**src/rtl/dat_write_ctrl.sv**
```systemverilog
// SD DAT0 single-bit write-block sequencer: frames start bit, data bytes, CRC16 and end bit,
// then parses the card's CRC status token and waits out card busy.
module dat_write_ctrl #(
    parameter int unsigned STATUS_TIMEOUT = 16,
    parameter int unsigned BUSY_CNT_W     = 20
) (
    input  logic        clk_i,
    input  logic        rst_ni,
    input  logic        start_i,
    input  logic        abort_i,
    input  logic [11:0] block_len_i,
    input  logic [7:0]  data_i,
    input  logic        data_valid_i,
    output logic        data_ready_o,
    output logic        dat_o,
    output logic        dat_oe_o,
    input  logic        dat_i,
    output logic        crc_dat_o,
    output logic        crc_shift_o,
    input  logic        crc_ser_i,
    output logic        busy_o,
    output logic        done_o,
    output logic [2:0]  status_o,
    output logic        crc_err_o,
    output logic        timeout_err_o,
    output logic        underrun_err_o
);
    // state       | meaning
    // IDLE        | line released, CRC engine idle at zero
    // START       | drive start bit, load first byte
    // DATA        | shift bytes out MSB first into line and CRC engine
    // CRC         | drive 16 CRC bits from the engine
    // END         | drive end bit
    // STATUS_WAIT | line released, wait for token start bit
    // STATUS      | capture 3 status bits and the token end bit
    // BUSY        | wait for card to release DAT0
    // DONE        | one-cycle completion pulse
    // FLUSH       | abort: 16 shift-out cycles return the CRC engine to zero
    typedef enum logic [3:0] {
        IDLE, START, DATA, CRC, END, STATUS_WAIT, STATUS, BUSY, DONE, FLUSH
    } state_t;

    localparam int unsigned TW = (STATUS_TIMEOUT > 1) ? $clog2(STATUS_TIMEOUT) : 1;

    state_t                  state_q, state_d;
    logic [7:0]              sr_q, sr_d;
    logic [3:0]              bit_cnt_q, bit_cnt_d;
    logic [11:0]             byte_cnt_q, byte_cnt_d;
    logic [TW-1:0]           tmo_cnt_q, tmo_cnt_d;
    logic [BUSY_CNT_W-1:0]   busy_cnt_q, busy_cnt_d;
    logic [2:0]              status_q, status_d;
    logic                    crc_err_q, crc_err_d;
    logic                    tmo_err_q, tmo_err_d;
    logic                    urun_err_q, urun_err_d;

    always_ff @(posedge clk_i or negedge rst_ni) begin
        if (!rst_ni) begin
            state_q    <= IDLE;
            sr_q       <= '0;
            bit_cnt_q  <= '0;
            byte_cnt_q <= '0;
            tmo_cnt_q  <= '0;
            busy_cnt_q <= '0;
            status_q   <= '0;
            crc_err_q  <= 1'b0;
            tmo_err_q  <= 1'b0;
            urun_err_q <= 1'b0;
        end else begin
            state_q    <= state_d;
            sr_q       <= sr_d;
            bit_cnt_q  <= bit_cnt_d;
            byte_cnt_q <= byte_cnt_d;
            tmo_cnt_q  <= tmo_cnt_d;
            busy_cnt_q <= busy_cnt_d;
            status_q   <= status_d;
            crc_err_q  <= crc_err_d;
            tmo_err_q  <= tmo_err_d;
            urun_err_q <= urun_err_d;
        end
    end

    always_comb begin
        state_d      = state_q;
        sr_d         = sr_q;
        bit_cnt_d    = bit_cnt_q;
        byte_cnt_d   = byte_cnt_q;
        tmo_cnt_d    = tmo_cnt_q;
        busy_cnt_d   = busy_cnt_q;
        status_d     = status_q;
        crc_err_d    = crc_err_q;
        tmo_err_d    = tmo_err_q;
        urun_err_d   = urun_err_q;
        dat_o        = 1'b1;
        dat_oe_o     = 1'b0;
        crc_dat_o    = 1'b0;
        crc_shift_o  = 1'b0;
        data_ready_o = 1'b0;
        done_o       = 1'b0;

        case (state_q)
            IDLE: begin
                if (start_i) begin
                    state_d    = START;
                    byte_cnt_d = (block_len_i == 12'd0) ? 12'd0 : block_len_i - 12'd1;
                    crc_err_d  = 1'b0;
                    tmo_err_d  = 1'b0;
                    urun_err_d = 1'b0;
                end
            end
            START: begin
                dat_o        = 1'b0;
                dat_oe_o     = 1'b1;
                data_ready_o = 1'b1;
                sr_d         = data_valid_i ? data_i : 8'h00;
                if (!data_valid_i) urun_err_d = 1'b1;
                bit_cnt_d    = 4'd7;
                state_d      = DATA;
            end
            DATA: begin
                dat_o     = sr_q[7];
                crc_dat_o = sr_q[7];
                dat_oe_o  = 1'b1;
                sr_d      = {sr_q[6:0], 1'b0};
                bit_cnt_d = bit_cnt_q - 4'd1;
                if (bit_cnt_q == 4'd0) begin
                    if (byte_cnt_q != 12'd0) begin
                        // Underrun sends 0x00; the CRC engine sees the same zeros.
                        data_ready_o = 1'b1;
                        sr_d         = data_valid_i ? data_i : 8'h00;
                        if (!data_valid_i) urun_err_d = 1'b1;
                        bit_cnt_d    = 4'd7;
                        byte_cnt_d   = byte_cnt_q - 12'd1;
                    end else begin
                        bit_cnt_d = 4'd15;
                        state_d   = CRC;
                    end
                end
            end
            CRC: begin
                crc_shift_o = 1'b1;
                dat_o       = crc_ser_i;
                dat_oe_o    = 1'b1;
                bit_cnt_d   = bit_cnt_q - 4'd1;
                if (bit_cnt_q == 4'd0) state_d = END;
            end
            END: begin
                dat_o     = 1'b1;
                dat_oe_o  = 1'b1;
                tmo_cnt_d = TW'(STATUS_TIMEOUT - 1);
                state_d   = STATUS_WAIT;
            end
            STATUS_WAIT: begin
                if (!dat_i) begin
                    bit_cnt_d = 4'd0;
                    state_d   = STATUS;
                end else if (tmo_cnt_q == '0) begin
                    tmo_err_d = 1'b1;
                    state_d   = DONE;
                end else begin
                    tmo_cnt_d = tmo_cnt_q - TW'(1);
                end
            end
            STATUS: begin
                if (bit_cnt_q != 4'd3) begin
                    status_d  = {status_q[1:0], dat_i};
                    bit_cnt_d = bit_cnt_q + 4'd1;
                end else begin
                    if (status_q != 3'b010 || !dat_i) crc_err_d = 1'b1;
                    busy_cnt_d = '0;
                    state_d    = BUSY;
                end
            end
            BUSY: begin
                if (dat_i && busy_cnt_q >= BUSY_CNT_W'(2)) begin
                    state_d = DONE;
                end else if (busy_cnt_q == {BUSY_CNT_W{1'b1}}) begin
                    tmo_err_d = 1'b1;
                    state_d   = DONE;
                end else begin
                    busy_cnt_d = busy_cnt_q + BUSY_CNT_W'(1);
                end
            end
            DONE: begin
                done_o  = 1'b1;
                state_d = IDLE;
            end
            FLUSH: begin
                crc_shift_o = 1'b1;
                bit_cnt_d   = bit_cnt_q - 4'd1;
                if (bit_cnt_q == 4'd0) state_d = DONE;
            end
            default: state_d = IDLE;
        endcase

        // Abort wins over every other transition and leaves the sticky flags as they were.
        if (abort_i && state_q != IDLE && state_q != FLUSH) begin
            state_d    = FLUSH;
            bit_cnt_d  = 4'd15;
            status_d   = status_q;
            crc_err_d  = crc_err_q;
            tmo_err_d  = tmo_err_q;
            urun_err_d = urun_err_q;
        end
    end

    assign busy_o         = (state_q != IDLE);
    assign status_o       = status_q;
    assign crc_err_o      = crc_err_q;
    assign timeout_err_o  = tmo_err_q;
    assign underrun_err_o = urun_err_q;

endmodule
```
**config.mk**
```make
export PLATFORM = sky130hd
export DESIGN_NAME = dat_write_ctrl
export DESIGN_NICKNAME = d
export VERILOG_FILES = /design/src/rtl/dat_write_ctrl.sv
export SDC_FILE = /design/constraint.sdc
export NUM_CORES = 1
export LEC_CHECK = 0
export ABC_AREA = 0
export CAP_MARGIN = 20
export CORE_AREA = 10 10 128 95
export DETAILED_ROUTE_END_ITERATION = 12
export DIE_AREA = 0 0 138 105
export PLACE_DENSITY = 0.68
export SLEW_MARGIN = 20
export SYNTH_ARGS = -nofsm -noshare
export SYNTH_HDL_FRONTEND = slang
export SYNTH_SLANG_ARGS = --single-unit
```
**constraint.sdc**
```tcl
create_clock -name clk_i -period 2.9 [get_ports clk_i]
set_input_delay 0.725 -clock clk_i [delete_from_list [all_inputs] [get_ports clk_i]]
set_output_delay 0.725 -clock clk_i [all_outputs]
set_load 0.005 [all_outputs]
```
==> results of run 1 <==
area by class of cell:
| cell class | count | area share (%) |
|---|---|---|
| Inverter | 13 | 1.003 |
| Timing Repair Buffer | 70 | 12.61 |
| Tap cell | 128 | 3.293 |
| Sequential cell | 58 | 29.87 |
| Clock inverter | 6 | 1.852 |
| Clock buffer | 10 | 4.914 |
| Multi-Input combinational cell | 364 | 46.46 |
path summary, 6_finish.rpt:
path	from	to	slack [ns]	cells past startpoint
max in group asynchronous	rst_ni	timeout_err_o	2.04	2
min in group clk_i	sr_q[0]	sr_q[0]	0.49	2
min reg2reg	sr_q[0]	sr_q[0]	0.49	2
max	state_q[2]	crc_shift_o	0.10	4
max reg2reg	busy_cnt_q[0]	busy_cnt_q[6]	0.29	8
min	rst_ni	busy_cnt_q[8]	0.24	1
state kept, by name, indices dropped and copies added (netlist names), 3 cells and up:
| signal | cells |
|---|---|
| busy_cnt_q | 20 |
| byte_cnt_q | 12 |
| sr_q | 8 |
| bit_cnt_q | 4 |
| state_q | 4 |
| tmo_cnt_q | 4 |
| status_o | 3 |
power by group through the flow:
| stage | Clock (mW) | Combinational (mW) | Sequential, mW |
|---|---|---|---|
| after floorplan | 0 | 1.33 | 1.22 |
| after global routing | 1.23 | 2.18 | 1.35 |
| after detailed placement | 0 | 1.92 | 1.31 |
| after global placement | 0 | 1.87 | 1.30 |
| after CTS | 1.18 | 1.93 | 1.30 |
| final | 1.17 | 1.93 | 1.31 |
cell usage after synthesis (4+ instances only):
library cell / instances / area, um^2
sky130_fd_sc_hd__a21o_1: 6 / 45.04
sky130_fd_sc_hd__a21oi_1: 40 / 200.2
sky130_fd_sc_hd__a22o_1: 9 / 78.83
sky130_fd_sc_hd__a31oi_1: 6 / 37.54
sky130_fd_sc_hd__and3_1: 7 / 43.79
sky130_fd_sc_hd__and4_1: 4 / 35.03
sky130_fd_sc_hd__buf_2: 4 / 20.02
sky130_fd_sc_hd__clkbuf_1: 10 / 37.54
sky130_fd_sc_hd__clkbuf_8: 6 / 82.58
sky130_fd_sc_hd__dfrtp_1: 58 / 1451
sky130_fd_sc_hd__ha_1: 7 / 87.58
sky130_fd_sc_hd__inv_1: 13 / 48.80
sky130_fd_sc_hd__mux2_2: 4 / 45.04
sky130_fd_sc_hd__nand2_1: 51 / 191.4
sky130_fd_sc_hd__nand2b_1: 6 / 37.54
sky130_fd_sc_hd__nand3_1: 15 / 75.07
sky130_fd_sc_hd__nand4_1: 6 / 37.54
sky130_fd_sc_hd__nor2_1: 32 / 120.1
sky130_fd_sc_hd__nor3_1: 17 / 85.08
sky130_fd_sc_hd__nor3b_1: 6 / 45.04
sky130_fd_sc_hd__nor4_1: 8 / 50.05
sky130_fd_sc_hd__o21ai_0: 44 / 220.2
sky130_fd_sc_hd__o22ai_1: 5 / 31.28
sky130_fd_sc_hd__o31ai_1: 10 / 75.07
sky130_fd_sc_hd__o32ai_1: 5 / 43.79
sky130_fd_sc_hd__or3_1: 13 / 81.33
sky130_fd_sc_hd__or4_1: 6 / 45.04
sky130_fd_sc_hd__xnor2_1: 10 / 87.58
sky130_fd_sc_hd__xor2_1: 5 / 43.79
worst register-to-register path: stages, from the launching register on:
cell,delay [ns]
sky130_fd_sc_hd__dfrtp_1,0.46
sky130_fd_sc_hd__ha_1,0.26
sky130_fd_sc_hd__and4_1,0.27
sky130_fd_sc_hd__nand4_2,0.15
sky130_fd_sc_hd__o21ai_2,0.31
sky130_fd_sc_hd__a21o_1,0.57
sky130_fd_sc_hd__buf_4,0.28
sky130_fd_sc_hd__o21ai_0,0.10
sky130_fd_sc_hd__a21oi_1,0.13
per-layer routing:
layer | global-route usage [%] | vias up | routed length [um]
li1 | - | 1832 | -
met1 | 20.15 | 1791 | 5279
met2 | 21.79 | 116 | 4626
met3 | 4.704 | 15 | 709
met4 | 4.204 | 0 | 132
met5 | 0 | - | 0
layout by cell type, fill, tap and decap left out, drive strengths merged, types with 2 or more instances in the layout:
| master | Yosys | routed |
|---|---|---|
| dfrtp | 58 | 58 |
| nand2 | 51 | 51 |
| o21ai | 45 | 45 |
| a21oi | 41 | 41 |
| clkdlybuf4s50 | 0 | 37 |
| nor2 | 32 | 32 |
| buf | 7 | 32 |
| nor3 | 19 | 19 |
| nand3 | 15 | 15 |
| inv | 13 | 13 |
| or3 | 13 | 13 |
| o31ai | 11 | 11 |
| clkbuf | 17 | 11 |
| xnor2 | 10 | 10 |
| a22o | 9 | 9 |
| nor4 | 9 | 9 |
| and3 | 8 | 8 |
| or4 | 8 | 8 |
| ha | 7 | 7 |
| nand2b | 7 | 7 |
| nand4 | 7 | 7 |
| nor3b | 6 | 6 |
| a21o | 6 | 6 |
| a31oi | 6 | 6 |
| xor2 | 5 | 5 |
| o32ai | 5 | 5 |
| o22ai | 5 | 5 |
| and4 | 4 | 4 |
| mux2 | 4 | 4 |
| nor2b | 3 | 3 |
| a2111oi | 3 | 3 |
| o21a | 3 | 3 |
| o211ai | 3 | 3 |
| clkinv | 0 | 3 |
| a41oi | 2 | 2 |
| nand3b | 2 | 2 |
| bufinv | 0 | 2 |
repair_timing:
item / CTS / global route
setup endpoints to repair: 1 / 3
buffers inserted: 1 / 0
pin swaps: 1 / 0
endpoints found under the hold margin: 0 / 0
resized for setup: 6 / 2
through the flow:
| stage | power (mW) | worst slack (ns) | std cells |
|---|---|---|---|
| after floorplan | 2.549 | 0.4121 | 459 |
| after global placement | 3.171 | 0.04989 | 632 |
| after detailed placement | 3.229 | 0.02417 | 632 |
| after CTS | 4.422 | 0.01536 | 649 |
| after global routing | 4.749 | 0.007152 | 649 |
| final | 4.410 | 0.1048 | 649 |
kinds of logic after synthesis:
kind of cell / count (synthesis) / share of synthesized area, %
buf+inv: 37 / 5.630
xor+xnor: 15 / 3.359
fa+ha+maj: 7 / 2.239
simple gates: 189 / 26.30
compound gates: 149 / 24.22
flops: 58 / 37.11
mux: 4 / 1.152
==> results_tabular.tex, run 1 <==
\begin{tabular}{lr}
\hline
Metric & Value \\
\hline
\multicolumn{2}{l}{\textbf{Clocking}} \\
\quad CTS tree & built \\
\quad Sink Count & 58 \\
\quad Cell at the root of the clock tree & sky130\_fd\_sc\_hd\_\_clkbuf\_16 \\
\quad Num CTS Buffers & 9 \\
\quad CTS HTree Levels & 3 \\
\quad Clock transition at path regs & 0.06 ns \\
\quad Hold Buf Count CTS & 0 \\
\quad Clk buf depth & 2 \\
\quad Clock network latency to the later pin of the worst-skew pair & 0.33 ns \\
\multicolumn{2}{l}{\textbf{Outcome}} \\
\quad Run status & completed \\
\multicolumn{2}{l}{\textbf{Power}} \\
\quad Share of total power in sequential cells & 29.6\% \\
\quad Leakage power total & 2.006 nW \\
\quad Power spent charging and discharging nets & 1.718 mW \\
\quad Part of the power in combinational logic & 43.8\% \\
\quad Switching power share of the total & 38.95\% \\
\quad Max rail drop VDD & 441.0 uV \\
\quad Areal power density over the cells & 906.9 nW/um\^{}2 \\
\quad Share of total power in the clock network & 26.6\% \\
\quad Cell-internal power & 2.693 mW \\
\multicolumn{2}{l}{\textbf{Timing}} \\
\quad Fin crit period & 2.795 ns \\
\quad Worst-case hold slack & 0.2420 ns \\
\quad Slew headroom & 54.39\% \\
\quad Final period utilization & 96.39\% \\
\quad Maximum operating frequency & 0.3578 GHz \\
\quad Fin Setup TNS & 0 ns \\
\quad Transition time at the pin with the least slew margin & 0.6669 ns \\
\quad Number of failing hold endpoints at the final stage & 0 \\
\quad Unrepaired setup endpoints after global routing & false \\
\quad Number of pins exceeding their max-slew limit in the final report & 0 \\
\quad Setup-failing EPs final & 0 \\
\quad Final clock skew & 0.005346 ns \\
\multicolumn{2}{l}{\textbf{Floorplanning}} \\
\quad Effective utilization at floorplan & 40.70\% \\
\quad Die area & 14,490 um\^{}2 \\
\quad Number of ports placed on the die boundary & 40 \\
\quad Horiz. Die Dim & 138 um \\
\quad Core area & 9609 um\^{}2 \\
\quad Vertical extent of the die & 105 um \\
\quad Row cnt & 30 \\
\multicolumn{2}{l}{\textbf{Layout}} \\
\quad Area taken by flip-flops and latches & 1453 um\^{}2 \\
\quad Area growth from synthesis to layout & 24.34\% \\
\quad Area of the multi-input gates & 2260 um\^{}2 \\
\quad Total number of nets in the final design & 550 \\
\quad Total inserted antenna cells & 0 \\
\quad Fillcell total & 948 \\
\quad Fin util & 50.61\% \\
\quad Post-route cell area & 4863 um\^{}2 \\
\quad Share of final-layout standard cells stronger than drive strength 1 & 13.44\% \\
\multicolumn{2}{l}{\textbf{Logic synthesis}} \\
\quad Syn nets & 493 \\
\quad Async SR Flop Fraction & 100.0\% \\
\quad Count of warnings emitted by yosys & 0 \\
\quad Flip-flop cell with the highest count after synthesis & sky130\_fd\_sc\_hd\_\_dfrtp\_1 \\
\quad Count of flip-flops with a built-in enable after synthesis & 0 \\
\quad Synth cell types & 64 \\
\quad Netlist area before placement & 3911 um\^{}2 \\
\quad Gate count of the mapped netlist & 459 \\
\quad Synthesized area divided by synthesized cell count & 8.521 um\^{}2 \\
\quad Sequential fraction of the synthesis area & 37.11\% \\
\quad Synth Register Bits & 58 \\
\multicolumn{2}{l}{\textbf{Critical path}} \\
\quad Family of cells with the greatest summed delay on the critical path & simple AND/OR/NAND/NOR gates \\
\quad Crit path required time & 2.17 ns \\
\quad Slowest cell on the critical path & sky130\_fd\_sc\_hd\_\_dfrtp\_1 \\
\quad Stage delay of the slowest cell on the critical path & 0.57 ns \\
\quad Kind of start point of the critical path & register \\
\quad CP Max Fanout & 15 \\
\quad Crit path cell chain & nand2b\_1 > or2\_2 > inv\_1 > clkdlybuf4s50\_1 \\
\quad WP buf/inv & 2 \\
\quad Start-to-end type of the worst setup path & register to output pin \\
\quad CP endpoint kind & output pin \\
\quad Arrival time of the worst setup path & 2.07 ns \\
\multicolumn{2}{l}{\textbf{Global routing}} \\
\quad Global-route total usage across every layer & 14.80\% \\
\quad Number of antenna violations at the first check in global routing & 0 \\
\quad Vias in the first global route & 3,634 \\
\quad Overflow left after global routing & 0 \\
\quad Wire length of the first global-routing pass & 18,210 um \\
\quad Pin count of the biggest net entering global routing & 28 \\
\multicolumn{2}{l}{\textbf{Drt}} \\
\quad Post-detailed-routing wire length & 10,750 um \\
\quad Final ANT Viol Nets & 0 \\
\quad Number of vias per cell after detailed routing & 5.784 \\
\quad Detailed Routing Iterations Pass 1 & 5 \\
\quad Vias after detailed routing & 3,754 \\
\quad DRC violations left & 0 \\
\quad Per-cell routed wire length & 16.56 um \\
\quad Number of design-rule violations left by the first detailed-router iteration & 411 \\
\multicolumn{2}{l}{\textbf{Flow run}} \\
\quad Reported max-cap violation count & 0 \\
\multicolumn{2}{l}{\textbf{Place}} \\
\quad Routability Congestion & 0.8673 \\
\quad PortBufs & 39 \\
\quad DP HPWL & 8135 um \\
\quad Placement-stage cell area & 4511 um\^{}2 \\
\multicolumn{2}{l}{\textbf{Worst hold path}} \\
\quad Worst hold path class & primary input to async pin \\
\hline
\end{tabular}
Note: power is estimated with default switching activity, not from simulation.
==> inputs of run 2 (changes only) <==
--- a/config.mk
+++ b/config.mk
@@ -11,6 +11,7 @@
 export DETAILED_ROUTE_END_ITERATION = 12
 export DIE_AREA = 0 0 138 105
 export PLACE_DENSITY = 0.68
+export REMOVE_ABC_BUFFERS = 1
 export SLEW_MARGIN = 20
 export SYNTH_ARGS = -nofsm -noshare
 export SYNTH_HDL_FRONTEND = slang
==> constraint.sdc (replaced) <==
create_clock -name clk_i -period 3 [get_ports clk_i]
set_input_delay 0.75 -clock clk_i [delete_from_list [all_inputs] [get_ports clk_i]]
set_output_delay 0.75 -clock clk_i [all_outputs]
set_load 0.005 [all_outputs]
==> results_tabular.tex, run 2 (same netlist as run 1, synthesis figures left out) <==
\begin{tabular}{lr}
\hline
Metric & Value \\
\hline
\multicolumn{2}{l}{\textbf{Place}} \\
\quad Placement-stage cell area & 4443 um\^{}2 (-1.5\%) \\
\quad Placed Cells incl. Taps & 623 (-1.4\%) \\
\quad Routability Congestion & 0.8599 (-0.85\%) \\
\quad DP HPWL & 7719 um (-5.1\%) \\
\quad Worst setup slack before clock tree synthesis & 0.1103 ns (+0.08609 ns) \\
\quad PortBufs & 39 (unchanged) \\
\multicolumn{2}{l}{\textbf{Critical path}} \\
\quad Kind of start point of the critical path & register \\
\quad Crit path cell chain & or3\_4 > or4\_4 > o21a\_1 > nor2\_2 > nor2\_1 > buf\_2 \\
\quad Worst R2R Setup Slack & 0.45 ns (+0.16 ns) \\
\quad Critical R2R Launch & busy\_cnt\_q[1] \\
\quad Start-to-end type of the worst setup path & register to output pin \\
\quad Crit path required time & 2.25 ns (+0.08 ns) \\
\quad Stage delay of the slowest cell on the critical path & 0.56 ns (about the same) \\
\quad Cells on worst reg2reg path & 8 (unchanged) \\
\quad CP Max Fanout & 3 (-12) \\
\quad Slowest cell on the critical path & sky130\_fd\_sc\_hd\_\_or4\_4 \\
\quad Arrival time of the worst setup path & 2.20 ns (+0.13 ns) \\
\quad Reg-to-Reg End & busy\_cnt\_q[17] \\
\quad CP endpoint kind & output pin \\
\multicolumn{2}{l}{\textbf{Power}} \\
\quad Cell-internal power & 2.491 mW (-7.5\%) \\
\quad Share of total power in sequential cells & 31.7\% (+2.1 points) \\
\quad Max rail drop VDD & 431.4 uV (-2.2\%) \\
\quad Power spent charging and discharging nets & 1.606 mW (-6.5\%) \\
\quad Part of the power in combinational logic & 42.8\% (-1.0 points) \\
\quad Share of total power in the clock network & 25.5\% (-1.1 points) \\
\quad Areal power density over the cells & 859.4 nW/um\^{}2 (-5.2\%) \\
\quad Switching power share of the total & 39.19\% (+0.25 points) \\
\quad Leakage power total & 1.961 nW (-2.2\%) \\
\quad Overall power & 4.097 mW (-7.1\%) \\
\multicolumn{2}{l}{\textbf{Layout}} \\
\quad Fillcell total & 928 (-2.1\%) \\
\quad Share of final-layout standard cells stronger than drive strength 1 & 11.52\% (-1.9 points) \\
\quad Total inserted antenna cells & 0 (unchanged) \\
\quad Post-route cell area & 4767 um\^{}2 (-2.0\%) \\
\quad Final cell count without fillers & 640 (-1.4\%) \\
\quad Most common cell after layout, fill and taps aside & sky130\_fd\_sc\_hd\_\_dfrtp\_1 \\
\quad Max reg flops & 20 (unchanged) \\
\quad Top reg by flops & busy\_cnt\_q \\
\quad Top library cells by usage in the layout, fill and taps aside & sky130\_fd\_sc\_hd\_\_dfrtp\_1, sky130\_fd\_sc\_hd\_\_nand2\_1, sky130\_fd\_sc\_hd\_\_o21ai\_0, sky130\_fd\_sc\_hd\_\_a21oi\_1, sky130\_fd\_sc\_hd\_\_clkdlybuf4s50\_1 \\
\quad Fin util & 49.61\% (-1.0 points) \\
\quad Total number of nets in the final design & 542 (-1.5\%) \\
\quad Largest registers & busy\_cnt\_q (20), byte\_cnt\_q (12), sr\_q (8) \\
\quad Area growth from synthesis to layout & 21.88\% \\
\multicolumn{2}{l}{\textbf{Worst hold path}} \\
\quad Start point of the worst min-delay path & sr\_q[1] \\
\quad Worst Hold Endpoint & sr\_q[1] \\
\quad Instance count along the most critical hold path & 2 \\
\quad Worst hold path class & register to register \\
\multicolumn{2}{l}{\textbf{Drt}} \\
\quad Per-cell routed wire length & 16.49 um (-0.42\%) \\
\quad Vias after detailed routing & 3,742 (-0.32\%) \\
\quad Number of vias per cell after detailed routing & 5.847 (+1.1\%) \\
\quad Number of design-rule violations left by the first detailed-router iteration & 399 (-2.9\%) \\
\quad Post-detailed-routing wire length & 10,550 um (-1.8\%) \\
\quad Detailed Routing Iterations Pass 1 & 5 (unchanged) \\
\quad Final ANT Viol Nets & 0 (unchanged) \\
\quad DRC violations left & 0 (unchanged) \\
\multicolumn{2}{l}{\textbf{Floorplanning}} \\
\quad Core area & 9609 um\^{}2 (unchanged) \\
\quad Number of ports placed on the die boundary & 40 (unchanged) \\
\quad Vertical extent of the die & 105 um (unchanged) \\
\quad Effective utilization at floorplan & 40.70\% (unchanged) \\
\quad Horiz. Die Dim & 138 um (unchanged) \\
\quad Row cnt & 30 (unchanged) \\
\quad Die area & 14,490 um\^{}2 (unchanged) \\
\multicolumn{2}{l}{\textbf{Clocking}} \\
\quad Hold Buf Count CTS & 0 (unchanged) \\
\quad Clock network latency to the later pin of the worst-skew pair & 0.33 ns (about the same) \\
\quad Clk buf depth & 2 (unchanged) \\
\quad CTS HTree Levels & 3 (unchanged) \\
\quad CTS tree & built \\
\quad Cell at the root of the clock tree & sky130\_fd\_sc\_hd\_\_clkbuf\_16 \\
\quad Sink Count & 58 (unchanged) \\
\quad Num CTS Buffers & 9 (unchanged) \\
\quad Clock transition at path regs & 0.05 ns (about the same) \\
\multicolumn{2}{l}{\textbf{Timing}} \\
\quad Setup-failing EPs final & 0 (unchanged) \\
\quad Fin crit period & 2.954 ns \\
\quad Final setup margin & 0.04585 ns (-0.05894 ns) \\
\quad Slew headroom & 49.70\% (-4.7 points) \\
\quad Maximum operating frequency & 0.3385 GHz \\
\quad Number of failing hold endpoints at the final stage & 0 (unchanged) \\
\quad Worst-case hold slack & 0.4874 ns (+0.2454 ns) \\
\quad Final clock skew & 0.005876 ns (+0.0005301 ns) \\
\quad Final period utilization & 98.47\% \\
\quad Transition time at the pin with the least slew margin & 0.7545 ns (+0.08758 ns) \\
\quad Number of pins exceeding their max-slew limit in the final report & 0 (unchanged) \\
\quad Unrepaired setup endpoints after global routing & true \\
\quad Fin Setup TNS & 0 ns (unchanged) \\
\multicolumn{2}{l}{\textbf{Global routing}} \\
\quad Number of antenna violations at the first check in global routing & 0 (unchanged) \\
\quad Vias in the first global route & 3,386 (-6.8\%) \\
\quad Overflow left after global routing & 0 (unchanged) \\
\quad Wire length of the first global-routing pass & 17,360 um (-4.7\%) \\
\quad Pin count of the biggest net entering global routing & 59 (+110\%) \\
\quad Global-route total usage across every layer & 14.11\% (-0.69 points) \\
\multicolumn{2}{l}{\textbf{Outcome}} \\
\quad Run status & completed \\
\multicolumn{2}{l}{\textbf{Flow run}} \\
\quad Reported max-cap violation count & 0 (unchanged) \\
\hline
\end{tabular}
run 2: area by class of cell:
type,count,area (um^2),area share (%)
Multi-Input combinational cell,364,2248,47.17
Sequential cell,58,1451,30.45
Timing Repair Buffer,62,553.0,11.60
Clock buffer,13,270.3,5.669
Tap cell,128,160.2,3.360
Inverter,13,48.80,1.024
Clock inverter,2,35.03,0.7349
run 2: per-layer routing:
metal / vias up / track usage (%) / part of all wire, %
met5: - / 0 / 0
met3: 14 / 3.980 / 5.7
li1: 1820 / - / -
met1: 1804 / 20.32 / 51
met2: 104 / 19.86 / 42
met4: 0 / 3.754 / 1.2
run 2: worst max path at each step:
stage / startpoint / end / slack, ns
after CTS: byte_cnt_q[10] / data_ready_o / 0.02
after floorplan: byte_cnt_q[8] / data_ready_o / 0.34
after global placement: byte_cnt_q[10] / data_ready_o / 0.11
after detailed placement: byte_cnt_q[10] / data_ready_o / 0.11
after global routing: byte_cnt_q[10] / data_ready_o / -0.04
final: byte_cnt_q[8] / data_ready_o / 0.05
run 2: critical path: cells and delay by family (launching register included):
kind / cells / cell delay [ns]
simple gates: 4 / 1.15
flops: 1 / 0.37
buf+inv: 1 / 0.14
compound gates: 1 / 0.22
run 2: power by group through the flow:
stage | Sequential, mW | Combinational, mW | Clock, mW
2_1_floorplan | 1.26 | 1.10 | 0
3_3_place_gp | 1.29 | 1.69 | 0
3_5_place_dp | 1.30 | 1.72 | 0
6_report | 1.30 | 1.76 | 1.04
4_1_cts | 1.29 | 1.74 | 1.06
5_1_grt | 1.33 | 1.95 | 1.10
run 2: timing repair:
action	in CTS	in global routing
pin swaps	1	4
buffers inserted	1	1
gates resized for setup	3	4
endpoints found under the setup margin	1	6
==> inputs of run 3 (changes only) <==
--- a/config.mk
+++ b/config.mk
@@ -10,6 +10,7 @@
 export CORE_AREA = 10 10 128 95
 export DETAILED_ROUTE_END_ITERATION = 12
 export DIE_AREA = 0 0 138 105
+export MAX_ROUTING_LAYER = met4
 export PLACE_DENSITY = 0.68
 export REMOVE_ABC_BUFFERS = 1
 export SLEW_MARGIN = 20
==> results_tabular.tex, run 3 (same netlist as run 1, synthesis figures left out) <==
\begin{tabular}{lr}
\hline
Metric & Value \\
\hline
\multicolumn{2}{l}{\textbf{Outcome}} \\
\quad Run status & completed \\
\multicolumn{2}{l}{\textbf{Critical path}} \\
\quad Crit path required time & 2.25 ns (about the same) \\
\quad CP Max Fanout & 3 (unchanged) \\
\quad WP buf/inv & 1 (unchanged) \\
\quad Crit path cell chain & or3\_4 > or4\_4 > o21a\_1 > nor2\_2 > nor2\_1 > buf\_2 \\
\quad Slowest cell on the critical path & sky130\_fd\_sc\_hd\_\_or4\_4 \\
\quad Start-to-end type of the worst setup path & register to output pin \\
\quad Family of cells with the greatest summed delay on the critical path & simple AND/OR/NAND/NOR gates \\
\quad Kind of start point of the critical path & register \\
\quad CP endpoint kind & output pin \\
\quad Arrival time of the worst setup path & 2.20 ns (about the same) \\
\quad Stage delay of the slowest cell on the critical path & 0.56 ns (about the same) \\
\quad Stages on the worst setup path & 6 (unchanged) \\
\quad Cells on worst reg2reg path & 8 (unchanged) \\
\multicolumn{2}{l}{\textbf{Layout}} \\
\quad Max reg flops & 20 (unchanged) \\
\quad Total number of nets in the final design & 542 (unchanged) \\
\quad Share of final-layout standard cells stronger than drive strength 1 & 11.52\% (unchanged) \\
\quad Post-route cell area & 4767 um\^{}2 (unchanged) \\
\quad Top reg by flops & busy\_cnt\_q \\
\quad Top library cells by usage in the layout, fill and taps aside & sky130\_fd\_sc\_hd\_\_dfrtp\_1, sky130\_fd\_sc\_hd\_\_nand2\_1, sky130\_fd\_sc\_hd\_\_o21ai\_0, sky130\_fd\_sc\_hd\_\_a21oi\_1, sky130\_fd\_sc\_hd\_\_clkdlybuf4s50\_1 \\
\quad Area growth from synthesis to layout & 21.88\% (unchanged) \\
\quad Final cell count without fillers & 640 (unchanged) \\
\quad Total inserted antenna cells & 0 (unchanged) \\
\quad Largest registers & busy\_cnt\_q (20), byte\_cnt\_q (12), sr\_q (8) \\
\quad Most common cell after layout, fill and taps aside & sky130\_fd\_sc\_hd\_\_dfrtp\_1 \\
\multicolumn{2}{l}{\textbf{Clocking}} \\
\quad Clk buf depth & 2 (unchanged) \\
\quad CTS HTree Levels & 3 (unchanged) \\
\quad Clock transition at path regs & 0.05 ns (about the same) \\
\quad Clock network latency to the later pin of the worst-skew pair & 0.33 ns (about the same) \\
\quad Cell at the root of the clock tree & sky130\_fd\_sc\_hd\_\_clkbuf\_16 \\
\quad Num CTS Buffers & 9 (unchanged) \\
\quad Sink Count & 58 (unchanged) \\
\quad CTS tree & built \\
\multicolumn{2}{l}{\textbf{Timing}} \\
\quad Unrepaired setup endpoints after global routing & true \\
\quad Slew headroom & 49.58\% (-0.12 points) \\
\quad Number of pins exceeding their max-slew limit in the final report & 0 (unchanged) \\
\quad Maximum operating frequency & 0.3393 GHz (+0.24\%) \\
\quad Transition time at the pin with the least slew margin & 0.7563 ns (+0.001741 ns) \\
\quad Number of failing hold endpoints at the final stage & 0 (unchanged) \\
\quad Setup-failing EPs final & 0 (unchanged) \\
\quad Fin crit period & 2.947 ns (-0.007163 ns) \\
\quad Final period utilization & 98.23\% (-0.24 points) \\
\quad Final clock skew & 0.005803 ns (-0.00007288 ns) \\
\multicolumn{2}{l}{\textbf{Floorplanning}} \\
\quad Horiz. Die Dim & 138 um (unchanged) \\
\quad Number of ports placed on the die boundary & 40 (unchanged) \\
\quad Die area & 14,490 um\^{}2 (unchanged) \\
\quad Vertical extent of the die & 105 um (unchanged) \\
\quad Effective utilization at floorplan & 40.70\% (unchanged) \\
\quad Core area & 9609 um\^{}2 (unchanged) \\
\quad Row cnt & 30 (unchanged) \\
\multicolumn{2}{l}{\textbf{Global routing}} \\
\quad Overflow left after global routing & 0 (unchanged) \\
\quad Number of antenna violations at the first check in global routing & 0 (unchanged) \\
\quad Pin count of the biggest net entering global routing & 59 (unchanged) \\
\quad Wire length of the first global-routing pass & 17,340 um (-0.12\%) \\
\quad Vias in the first global route & 3,384 (-0.059\%) \\
\quad Global-route total usage across every layer & 14.52\% (+0.41 points) \\
\multicolumn{2}{l}{\textbf{Power}} \\
\quad Power spent charging and discharging nets & 1.612 mW (+0.39\%) \\
\quad Share of total power in sequential cells & 31.6\% (about the same) \\
\quad Leakage power total & 1.961 nW (unchanged) \\
\quad Areal power density over the cells & 860.8 nW/um\^{}2 (+0.16\%) \\
\quad Share of total power in the clock network & 25.5\% (about the same) \\
\quad Max rail drop VDD & 434.1 uV (+0.62\%) \\
\quad Switching power share of the total & 39.29\% (+0.092 points) \\
\quad Cell-internal power & 2.491 mW (about the same) \\
\quad Part of the power in combinational logic & 42.9\% (about the same) \\
\multicolumn{2}{l}{\textbf{Place}} \\
\quad Placement-stage cell area & 4443 um\^{}2 (unchanged) \\
\quad DP HPWL & 7719 um (unchanged) \\
\quad Routability Congestion & 0.8737 (+1.6\%) \\
\quad Placed Cells incl. Taps & 623 (unchanged) \\
\quad PortBufs & 39 (unchanged) \\
\multicolumn{2}{l}{\textbf{Drt}} \\
\quad Post-detailed-routing wire length & 10,560 um (about the same) \\
\quad DRC violations left & 0 (unchanged) \\
\quad Number of vias per cell after detailed routing & 5.858 (+0.19\%) \\
\quad Vias after detailed routing & 3,749 (+0.19\%) \\
\quad Detailed Routing Iterations Pass 1 & 5 (unchanged) \\
\quad Final ANT Viol Nets & 0 (unchanged) \\
\quad Per-cell routed wire length & 16.49 um (about the same) \\
\quad Number of design-rule violations left by the first detailed-router iteration & 397 (-0.50\%) \\
\multicolumn{2}{l}{\textbf{Flow run}} \\
\quad Reported max-cap violation count & 0 (unchanged) \\
\multicolumn{2}{l}{\textbf{Worst hold path}} \\
\quad Worst hold path class & register to register \\
\quad Instance count along the most critical hold path & 2 (unchanged) \\
\hline
\end{tabular}
## run 3: cell counts in the layout (fill, tap and decap cells not counted)
No cell type changed its count.
## run 3: what timing repair did
action                                  CTS  global route
buffers inserted                          1             1
gates resized for setup                   3             4
pin swaps                                 1             4
hold buffers                              0             0
endpoints found under the setup margin    1             6
## run 3: final timing paths
kind,to,slack [ns],from
hold / removal,sr_q[0],0.49,sr_q[0]
max in group asynchronous,tmo_cnt_q[3],1.92,rst_ni
setup reg to reg,busy_cnt_q[17],0.45,busy_cnt_q[1]
hold reg to reg,sr_q[0],0.49,sr_q[0]
min in group asynchronous,busy_cnt_q[10],0.58,rst_ni
setup / recovery,data_ready_o,0.05,byte_cnt_q[8]
## run 3: routing by layer
| layer | wire length (um) | vias up | track usage (%) | share of wire, % |
|---|---|---|---|---|
| met5 | 0 | - | - | 0 |
| met4 | 107 | 0 | 3.754 | 1.0 |
| met3 | 554 | 12 | 3.799 | 5.2 |
| met2 | 4504 | 97 | 19.86 | 43 |
| met1 | 5389 | 1821 | 20.40 | 51 |
| li1 | - | 1819 | - | - |
## run 3: power groups by stage
stage / sequential [mW] / clock, mW / combinational (mW)
after detailed placement: 1.30 / 0 / 1.72
after global routing: 1.33 / 1.10 / 1.95
final: 1.30 / 1.05 / 1.76
after floorplan: 1.26 / 0 / 1.10
after CTS: 1.29 / 1.06 / 1.74
after global placement: 1.29 / 0 / 1.69
## run 3: metrics by stage
stage	hold slack (ns)	worst slack [ns]	utilization (%)	power (mW)	TNS (ns)
floorplan	0.4488	0.3354	-	2.356	0
global placement	0.4642	0.1122	46.24	2.986	0
detailed placement	0.4772	0.1103	46.24	3.024	0
CTS	0.4896	0.01988	49.56	4.101	0
global route	0.5026	-0.04000	49.61	4.387	-0.04000
finish	0.4892	0.05301	49.61	4.103	0
## run 3: area by class of cell
type | instances | area (um^2)
clock buffer | 13 | 270.3
clock inverter | 2 | 35.03
timing repair buffer | 62 | 553.0
inverter | 13 | 48.80
multi-input combinational | 364 | 2248
fill | 928 | 4842
sequential | 58 | 1451
tap | 128 | 160.2
## run 3: tightest hold or removal path, cell delays in order, from the launching register on
cell and delay, ns:
sky130_fd_sc_hd__dfrtp_1 0.34, sky130_fd_sc_hd__nand2_1 0.05, sky130_fd_sc_hd__o31ai_1 0.06
